`src/rtl/agc_tp_pkg.sv`:
```
// Shared types and defaults for the AGC timepulse sequencer.
// Holds the sequencer state enum, the default sizing constants and the one-hot decode helper.
package agc_tp_pkg;

  typedef enum logic [1:0] {
    HOLD = 2'd0,
    STOP = 2'd1,
    RUN  = 2'd2,
    STEP = 2'd3
  } tp_state_e;

  localparam int NUM_TP_DEF     = 12;
  localparam int CYC_PER_TP_DEF = 2;
  localparam int RST_HOLD_DEF   = 16;

  // Timepulse index to one-hot; callers truncate the result to their NUM_TP.
  function automatic logic [15:0] onehot(input logic [3:0] idx);
    onehot = 16'h0001 << idx;
  endfunction

endpackage

```
`src/rtl/agc_tp_counter.sv`:
```
// Sub-cycle / timepulse-index divider for the timepulse sequencer.
// Clear has priority over enable; the wrap flags mark the last sub-cycle of the last timepulse.
module agc_tp_counter
  import agc_tp_pkg::*;
#(
  parameter int NUM_TP     = NUM_TP_DEF,
  parameter int CYC_PER_TP = CYC_PER_TP_DEF
) (
  input  logic                      clk_i,
  input  logic                      rst_ni,
  input  logic                      clr_i,
  input  logic                      en_i,
  output logic [$clog2(NUM_TP)-1:0] idx_nxt_o,
  output logic                      wrap_o,
  output logic                      wrap_nxt_o
);

  localparam int IDX_W = $clog2(NUM_TP);
  localparam int SUB_W = (CYC_PER_TP > 1) ? $clog2(CYC_PER_TP) : 1;

  localparam logic [SUB_W-1:0] SUB_LAST = SUB_W'(CYC_PER_TP - 1);
  localparam logic [IDX_W-1:0] IDX_LAST = IDX_W'(NUM_TP - 1);
  localparam logic [SUB_W-1:0] SUB_ONE  = SUB_W'(1);
  localparam logic [IDX_W-1:0] IDX_ONE  = IDX_W'(1);

  logic [SUB_W-1:0] sub_q, sub_d;
  logic [IDX_W-1:0] idx_q, idx_d;

  // Next sub-cycle and timepulse index.
  always_comb begin
    sub_d = sub_q;
    idx_d = idx_q;
    if (clr_i) begin
      sub_d = {SUB_W{1'b0}};
      idx_d = {IDX_W{1'b0}};
    end else if (en_i) begin
      if (sub_q == SUB_LAST) begin
        sub_d = {SUB_W{1'b0}};
        if (idx_q == IDX_LAST) begin
          idx_d = {IDX_W{1'b0}};
        end else begin
          idx_d = idx_q + IDX_ONE;
        end
      end else begin
        sub_d = sub_q + SUB_ONE;
        idx_d = idx_q;
      end
    end else begin
      sub_d = sub_q;
      idx_d = idx_q;
    end
  end

  // Divider registers.
  always_ff @(posedge clk_i) begin
    if (!rst_ni) begin
      sub_q <= {SUB_W{1'b0}};
      idx_q <= {IDX_W{1'b0}};
    end else begin
      sub_q <= sub_d;
      idx_q <= idx_d;
    end
  end

  assign idx_nxt_o  = idx_d;
  assign wrap_o     = (sub_q == SUB_LAST) && (idx_q == IDX_LAST);
  assign wrap_nxt_o = (sub_d == SUB_LAST) && (idx_d == IDX_LAST);

endmodule

```
`src/rtl/agc_tp_sequencer.sv`:
```
// Timepulse sequencer: power-up gate reset hold, T01..Tn train, monitor stop and single-MCT step.
// Optional completed-MCT counter port is enabled by defining AGC_TPSEQ_MCT_COUNT_EN.
module agc_tp_sequencer
  import agc_tp_pkg::*;
#(
  parameter int NUM_TP     = NUM_TP_DEF,
  parameter int CYC_PER_TP = CYC_PER_TP_DEF,
  parameter int RST_HOLD   = RST_HOLD_DEF
) (
  input  logic              clk,
  input  logic              rst,
  input  logic              run_en,
  input  logic              mstp,
  input  logic              step_req,
  output logic              gate_rst,
  output logic [NUM_TP-1:0] tp,
  output logic              mct_end,
`ifdef AGC_TPSEQ_MCT_COUNT_EN
  output logic              stopped,
  output logic [15:0]       mct_count
`else
  output logic              stopped
`endif
);

  localparam int HOLD_W = $clog2(RST_HOLD + 1);
  localparam int IDX_W  = $clog2(NUM_TP);

  localparam logic [HOLD_W-1:0] HOLD_INIT = HOLD_W'(RST_HOLD - 1);
  localparam logic [HOLD_W-1:0] HOLD_ONE  = HOLD_W'(1);

  tp_state_e         state_q, state_d;
  logic [HOLD_W-1:0] hold_q, hold_d;
  logic [NUM_TP-1:0] tp_q, tp_d;
  logic              gate_rst_q, gate_rst_d;
  logic              mct_end_q, mct_end_d;
  logic              stopped_q, stopped_d;
  logic              running_d;

  logic              cnt_clr_s, cnt_en_s;
  logic [IDX_W-1:0]  idx_nxt_s;
  logic              wrap_s, wrap_nxt_s;

  agc_tp_counter #(
    .NUM_TP     (NUM_TP),
    .CYC_PER_TP (CYC_PER_TP)
  ) u_counter (
    .clk_i      (clk),
    .rst_ni     (rst),
    .clr_i      (cnt_clr_s),
    .en_i       (cnt_en_s),
    .idx_nxt_o  (idx_nxt_s),
    .wrap_o     (wrap_s),
    .wrap_nxt_o (wrap_nxt_s)
  );

  // Next state and divider control; the divider sits at 0/0 whenever no MCT is in progress.
  always_comb begin
    state_d   = state_q;
    hold_d    = hold_q;
    cnt_clr_s = 1'b0;
    cnt_en_s  = 1'b0;
    case (state_q)
      HOLD: begin
        cnt_clr_s = 1'b1;
        if (hold_q == {HOLD_W{1'b0}}) begin
          if (run_en && !mstp) begin
            state_d = RUN;
          end else begin
            state_d = STOP;
          end
        end else begin
          hold_d = hold_q - HOLD_ONE;
        end
      end
      STOP: begin
        cnt_clr_s = 1'b1;
        if (run_en && !mstp) begin
          state_d = RUN;
        end else if (step_req) begin
          state_d = STEP;
        end else begin
          state_d = STOP;
        end
      end
      RUN: begin
        if (wrap_s && (mstp || !run_en)) begin
          state_d   = STOP;
          cnt_clr_s = 1'b1;
        end else begin
          cnt_en_s = 1'b1;
        end
      end
      STEP: begin
        if (wrap_s) begin
          state_d   = STOP;
          cnt_clr_s = 1'b1;
        end else begin
          cnt_en_s = 1'b1;
        end
      end
      default: begin
        state_d   = HOLD;
        cnt_clr_s = 1'b1;
      end
    endcase
  end

  // Outputs are decoded from the next state so they line up with it after the edge.
  always_comb begin
    running_d  = (state_d == RUN) || (state_d == STEP);
    tp_d       = {NUM_TP{1'b0}};
    mct_end_d  = 1'b0;
    if (running_d) begin
      tp_d      = NUM_TP'(onehot(4'(idx_nxt_s)));
      mct_end_d = wrap_nxt_s;
    end else begin
      tp_d      = {NUM_TP{1'b0}};
      mct_end_d = 1'b0;
    end
    gate_rst_d = (state_d == HOLD);
    stopped_d  = (state_d == STOP);
  end

  // State and output registers.
  always_ff @(posedge clk) begin
    if (!rst) begin
      state_q    <= HOLD;
      hold_q     <= HOLD_INIT;
      tp_q       <= {NUM_TP{1'b0}};
      gate_rst_q <= 1'b1;
      mct_end_q  <= 1'b0;
      stopped_q  <= 1'b0;
    end else begin
      state_q    <= state_d;
      hold_q     <= hold_d;
      tp_q       <= tp_d;
      gate_rst_q <= gate_rst_d;
      mct_end_q  <= mct_end_d;
      stopped_q  <= stopped_d;
    end
  end

`ifdef AGC_TPSEQ_MCT_COUNT_EN
  logic [15:0] mct_count_q;

  // Completed-MCT counter, advanced once per mct_end pulse.
  always_ff @(posedge clk) begin
    if (!rst) begin
      mct_count_q <= 16'd0;
    end else if (mct_end_q) begin
      mct_count_q <= mct_count_q + 16'd1;
    end else begin
      mct_count_q <= mct_count_q;
    end
  end

  assign mct_count = mct_count_q;
`endif

  assign gate_rst = gate_rst_q;
  assign tp       = tp_q;
  assign mct_end  = mct_end_q;
  assign stopped  = stopped_q;

endmodule

```
`config.mk`:
```
export PLATFORM = sky130hd
export DESIGN_NAME = agc_tp_sequencer
export DESIGN_NICKNAME = d
export VERILOG_FILES = /design/src/rtl/agc_tp_pkg.sv /design/src/rtl/agc_tp_counter.sv /design/src/rtl/agc_tp_sequencer.sv
export SDC_FILE = /design/constraint.sdc
export NUM_CORES = 1
export LEC_CHECK = 0
export CORE_ASPECT_RATIO = 0.8
export CORE_UTILIZATION = 46
export DETAILED_ROUTE_END_ITERATION = 7
export PLACE_DENSITY = 0.77
export RECOVER_POWER = 50
export SLEW_MARGIN = 20
export SYNTH_ARGS = -nofsm -noshare
export SYNTH_HDL_FRONTEND = slang
export SYNTH_SLANG_ARGS = --single-unit
```
`constraint.sdc`:
```
create_clock -name clk -period 1.6 [get_ports clk]
set_input_delay 0.48 -clock clk [delete_from_list [all_inputs] [get_ports clk]]
set_output_delay 0.48 -clock clk [all_outputs]
set_load 0.01 [all_outputs]
```
; After elaboration in Yosys (flattened, before gate mapping)
; Index checks and enable logic that the tools add are counted.
[word_totals]
input_bits = 5
ff_bits = 27
[op_classes]
mux = 20
reduce_logical = 14
addsub = 3
bitwise_logic = 1
shift = 1
eq_ne = 8
[ops]
columns = operator, count
row1 = 2-to-1 mux 4 bit, 4
row2 = 2-to-1 mux 2 bit, 6
row3 = "<< shifter 1 x 4 -> 12 bit, first input constant", 1
row4 = "equality test 2 bit, second input constant", 4
row5 = "equality test 4 bit, second input constant", 2
row6 = one-hot mux 2 bit (4 select lines), 1
row7 = 2-to-1 mux 1 bit, 7
row8 = logical NOT 5 bit, 1
row9 = "subtractor 5 x 1 -> 5 bit, second input constant", 1
row10 = "adder 4 x 1 -> 4 bit, second input constant", 1
row11 = "equality test 2 x 1 -> 1 bit, second input constant", 2
row12 = logical AND 1 bit, 4
row13 = logical NOT 2 bit, 2
row14 = AND reduction 2 bit, 2
row15 = one-hot mux 1 bit (3 select lines), 1
row16 = logical NOT 1 bit, 2
row17 = logical OR 1 bit, 2
row18 = one-hot mux 1 bit (2 select lines), 1
row19 = OR reduction 2 bit, 1
row20 = "adder 1 bit, second input constant", 1
row21 = NOT 1 bit, 1

; Depth between registers and ports, before layout
[depth]
ltp_word = 9
ltp_mapped = 6
depth_no_buf = 6

; Modules after synthesis
; A second synthesis with hierarchy kept.
[hier_totals]
cells_unflattened = 127
hier_area_um2 = 1187.4
[modules_own_cells]
columns = mod, seq_area_each_um2, area_per_inst_um2, cells_per_inst, instances
row1 = agc_tp_sequencer, 440.4, 899.6, 92, 1
row2 = agc_tp_counter, 100.1, 287.8, 35, 1

; Worst setup path before layout
; Ideal clock, no wire load.
[synth_path]
path_type = register to register
from = register u_counter.idx_q[0]
to = register mct_end_q (netlist: mct_end)
arrival_time_ns = 1.485
n_path_buf = 0
setup_time_ns = 0.117
stages_incl_launch_ff = 6
path_slack_ns = -0.002
cell_sequence = dfxtp_1 -> ha_1 -> nand2_1 -> and3_1 -> a41oi_2 -> and4b_1
[synth_between]
elab_chain_cells = 9
elab_cells_between_ends = 25
[synth_lines]
columns = element, line_no
row1 = from (decl), agc_tp_counter.sv:27  ; logic [IDX_W-1:0] idx_q, idx_d;
row2 = from (signal assigned), agc_tp_counter.sv:58  ; idx_q <= {IDX_W{1'b0}};
row3 = from (signal assigned), agc_tp_counter.sv:61  ; idx_q <= idx_d;
row4 = branches (longest 9 deep; another with adder 4 x 1 -> 4 bit), -
row5 = to (signal assigned), agc_tp_sequencer.sv:139  ; mct_end_q <= mct_end_d;
row6 = to (decl), agc_tp_sequencer.sv:36  ; logic mct_end_q, mct_end_d;
; Parallel ways; which one is timed is not known.
; A chain may end at the register's enable or synchronous reset.

; Worst setup path in the final report
[layout_path]
from = register u_counter.idx_q[0]
to = register tp_q[4] (netlist: tp[4])
[layout_between]
elab_chain_cells = 8
elab_cells_between_ends = 22
[layout_lines]
columns = element, line_no
row1 = equality test 4 bit, "agc_tp_counter.sv:39, agc_tp_counter.sv:66"
row2 = logical AND 1 bit, agc_tp_counter.sv:66  ; assign wrap_o = (sub_q == SUB_LAST) && (idx_q == IDX_LAST);
row3 = logical AND 1 bit, agc_tp_sequencer.sv:87  ; if (wrap_s && (mstp || !run_en)) begin
row4 = 2-to-1 mux 2 bit / 2-to-1 mux 1 bit (equally long branches), agc_tp_sequencer.sv:87
row5 = one-hot mux 2 bit (4 select lines) / one-hot mux 1 bit (2 select lines) (equally long branches), agc_tp_sequencer.sv:63  ; case (state_q)
row6 = equality test 2 bit / 2-to-1 mux 4 bit (equally long branches), "agc_tp_sequencer.sv:111, agc_tp_counter.sv:36"
row7 = logical OR 1 bit / 2-to-1 mux 4 bit (equally long branches), "agc_tp_sequencer.sv:111, agc_tp_counter.sv:33"
row8 = AND reduction 2 bit (no source line) / << shifter 1 x 4 -> 12 bit (equally long branches), -
row9 = to (signal assigned), agc_tp_sequencer.sv:130  ; tp_q <= {NUM_TP{1'b0}};
row10 = to (signal assigned), agc_tp_sequencer.sv:137  ; tp_q <= tp_d;
row11 = to (decl), agc_tp_sequencer.sv:34  ; logic [NUM_TP-1:0] tp_q, tp_d;
; Several ways; a longest one is shown, not always the timed one.

==> impl_results.md <==
- Synth Area per Inst: between 9 and 10 um2
- Slew headroom: 70.2%
- Peak supply drop: ~0.00048 V
- Cell count after synthesis: roughly 120
- DP Cell Count: around 180
- Core Area: 2460 um2
- Layout area overhead: 28.6%
- FF-to-FF path depth: 5
- Most frequent cells in the layout: dfxtp_1 (24), dlygate4sd2_1 (15), nor2_1 (14)
- Hold slack: 0.545 ns
- Vias per cell: 5.17
- Vias in the first global route: 870
- Final non-filler cell area: roughly 1500 um2
- CP startpoint kind: flip-flop
- CP Class: flip-flop to flip-flop
- N_diodes: 0
- Utilization after layout: a little over three fifths
- Setup ws final: -0.00996 ns
- Max Clock Skew: roughly 0.0071 ns
- I/O Pins: 20
- Hold Vio Cnt, Final: 0
- Final WL: roughly 2600 um
- Most common cell after layout, fill and taps aside: dfxtp_1
- Setup slack, reg-to-reg: -0.01 ns
- Adder-cell share of the synthesized area: approximately 3.1%
- Final period util: 101%
- Placed Area: 1480 um2
- Number of routed nets with antenna violations: 0
- H-tree depth: 1
- Final setup vio count: 1
- Layout cells sized above 1: approximately a quarter
- Sequential share of the synthesized area: roughly 45%
- Initial Util: between 40% and 50%
- Failing checks: negative setup slack
- Hold EP: hold_q[1]$_SDFFE_PN1P_
- Yosys warns: 0
- Total CTS buffers: 3
- Leak pwr: between 0.6 and 0.7 nW
- Period minus WS final: roughly 1.6 ns
- Actual slew at the worst max-slew pin: 0.446 ns
- Die Height: 47.6 um
- Worst-path clk slew: about 0.15 ns
- Core Rows: 16
- Number of non-filler instances in the completed layout: 190
- Drt drc: 0
- DIE AREA: 2810 um2
- PortBufs: 19
- Initial antenna violation count: 0
- Hold crit path type: flip-flop to flip-flop
- Final Max Tran Viols: 0
- Mux share of post-synthesis cell area: 0.941%
- Main area contributors after synthesis: dfxtp_1 (45%), nor2_1 (4.4%), xnor2_1 (3.7%), nand2_1 (3.5%), ha_1 (3.1%)
- GP Congestion: a little over 0.8
- Status: finished with violations
- Drt pass-1 iters: 4
- Worst-Skew Late Latency: ~0.33 ns
- Post-Synth Simple-Gate Area: between 20% and 30%
- Synth top area share: around 45%
- Critical Path RT: around 1.9 ns
- Reg2reg end: tp[4]$_SDFF_PP0_
- Post-CTS Hold Fix Bufs: 0
- Combinational family with the most area after synthesis: simple AND/OR/NAND/NOR gates
- FF-to-FF Start: u_counter.idx_q[0]$_SDFF_PN0_
- CTS root buffer: clkbuf_4
- Post-Synth XOR/XNOR Area: between 5 and 6%
- First-pass GRT wire length: 3780 um
- Final #Nets: approximately 160
- Hold depth: 2
- Worst EP arrival: roughly 1.9 ns
- Worst setup EP type: flip-flop
- Maximum clock rate: about 0.62 GHz
- Overflow after GRT: 0
- Largest area contributor in the netlist: dfxtp_1
- Avg WL per Cell: approximately 14 um
- Clock buffer depth: 2
- Pin count of the biggest net entering global routing: 17
- Register bit total from synthesis: 27
- Hold Crit Start: hold_q[1]$_SDFFE_PN1P_
- Maxcap violations: 0
- Total GRT Usage: 18.9%
- Syn Nets: 132
- Unique cell type count in the Yosys netlist: 41
- Iter 0 DRT Violations: 39
- HPWL after DPL: roughly 1900 um
- Die W: 59.0 um
- TritonCTS clock tree: done
- CP Max Fanout: 8
- Synth Cell Area: 1200 um2
- Clk sinks: 27
- P per Cell Area: ~680 nW/um2
- Vias: approximately 1000
- Compound-Gate Fraction of Synth Area: 13.0%
synth_stat cells (all sizes together):
master	instances
o21ai	3
nor4b	2
nand2	11
nor3	8
nand3b	2
clkbuf	1
and4b	1
o2bb2ai	1
o211ai	2
nand4	1
nor2b	1
a21o	1
or3	2
nand3	2
or2	1
a2111oi	1
o211a	1
and2	2
inv	5
nor4	1
or4b	1
a31o	1
nor2	14
xor2	2
a21boi	1
buf	6
ha	3
xnor2	5
nor3b	3
and3	1
nand4b	1
a21oi	6
mux2	1
dfxtp	27
o311a	1
a41oi	2
registers in the layout, indices dropped and copies added (netlist names):
name	flops
state_q	2
stopped	1
u_counter.idx_q	4
hold_q	5
tp	12
mct_end	1
u_counter.sub_q	1
gate_rst	1
power by group:
part	switching, W	internal (W)
combinational	0.0000235	0.0000290
sequential	0.00000786	0.000681
clock	0.000209	0.0000958
worst max-delay path: stages, from the launching register on:
cell,delay (ns)
dfxtp_2,0.36
ha_2,0.25
a21o_2,0.23
a2111oi_2,0.43
a41oi_2,0.13
nor3_2,0.15
kinds of logic after synthesis:
family,after synthesis
compound gates,20
xor+xnor,7
fa+ha+maj,3
buf+inv,12
flops,27
mux,1
simple gates,54
per-layer routing:
metal	vias to the layer above	wire, um	global-route usage (%)
met5	-	0	0
met4	0	37	4.76
met3	4	126	6.49
met2	34	1200	31.4
met1	453	1220	24.0
li1	491	-	-
area by class of cell:
class,instances,area (um2)
Timing Repair Buffer,33,273
Inverter,5,18.8
Sequential cell,27,544
Multi-Input combinational cell,85,627
Fill cell,224,925
Clock buffer,3,22.5
Clock inverter,1,7.51
Tap cell,36,45.0
how the worst max path moves through the flow:
| stage | from | endpoint | slack, ns | cells after the start |
|---|---|---|---|---|
| 6_report | u_counter.idx_q[0]$_SDFF_PN0_ | tp[4]$_SDFF_PP0_ | -0.01 | 5 |
| 5_1_grt | u_counter.idx_q[0]$_SDFF_PN0_ | tp[5]$_SDFF_PP0_ | -0.08 | 5 |
| 4_1_cts | u_counter.idx_q[0]$_SDFF_PN0_ | tp[4]$_SDFF_PP0_ | 0.01 | 5 |
| 3_5_place_dp | run_en | tp[0]$_SDFF_PP0_ | -0.24 | 5 |
| 3_3_place_gp | run_en | tp[0]$_SDFF_PP0_ | -0.24 | 5 |
| 2_1_floorplan | u_counter.idx_q[0]$_SDFF_PN0_ | tp[8]$_SDFF_PN0_ | 0.07 | 5 |
timing repair:
action,in CTS,in global routing
buffers inserted,0,2
pin swaps,0,3
gates cloned,0,0
endpoints found under the setup margin,15,12
gates resized for setup,15,10
per-stage QoR:
step / worst slack (ns) / power [W] / TNS [ns]
finish: -0.00996 / 0.00105 / -0.00996
floorplan: 0.0721 / 0.000730 / 0
CTS: 0.0136 / 0.00105 / 0
global route: -0.0763 / 0.00109 / -0.266
detailed placement: -0.243 / 0.000751 / -2.39
global placement: -0.244 / 0.000748 / -2.36
Note: power is estimated with default switching activity, not from simulation.
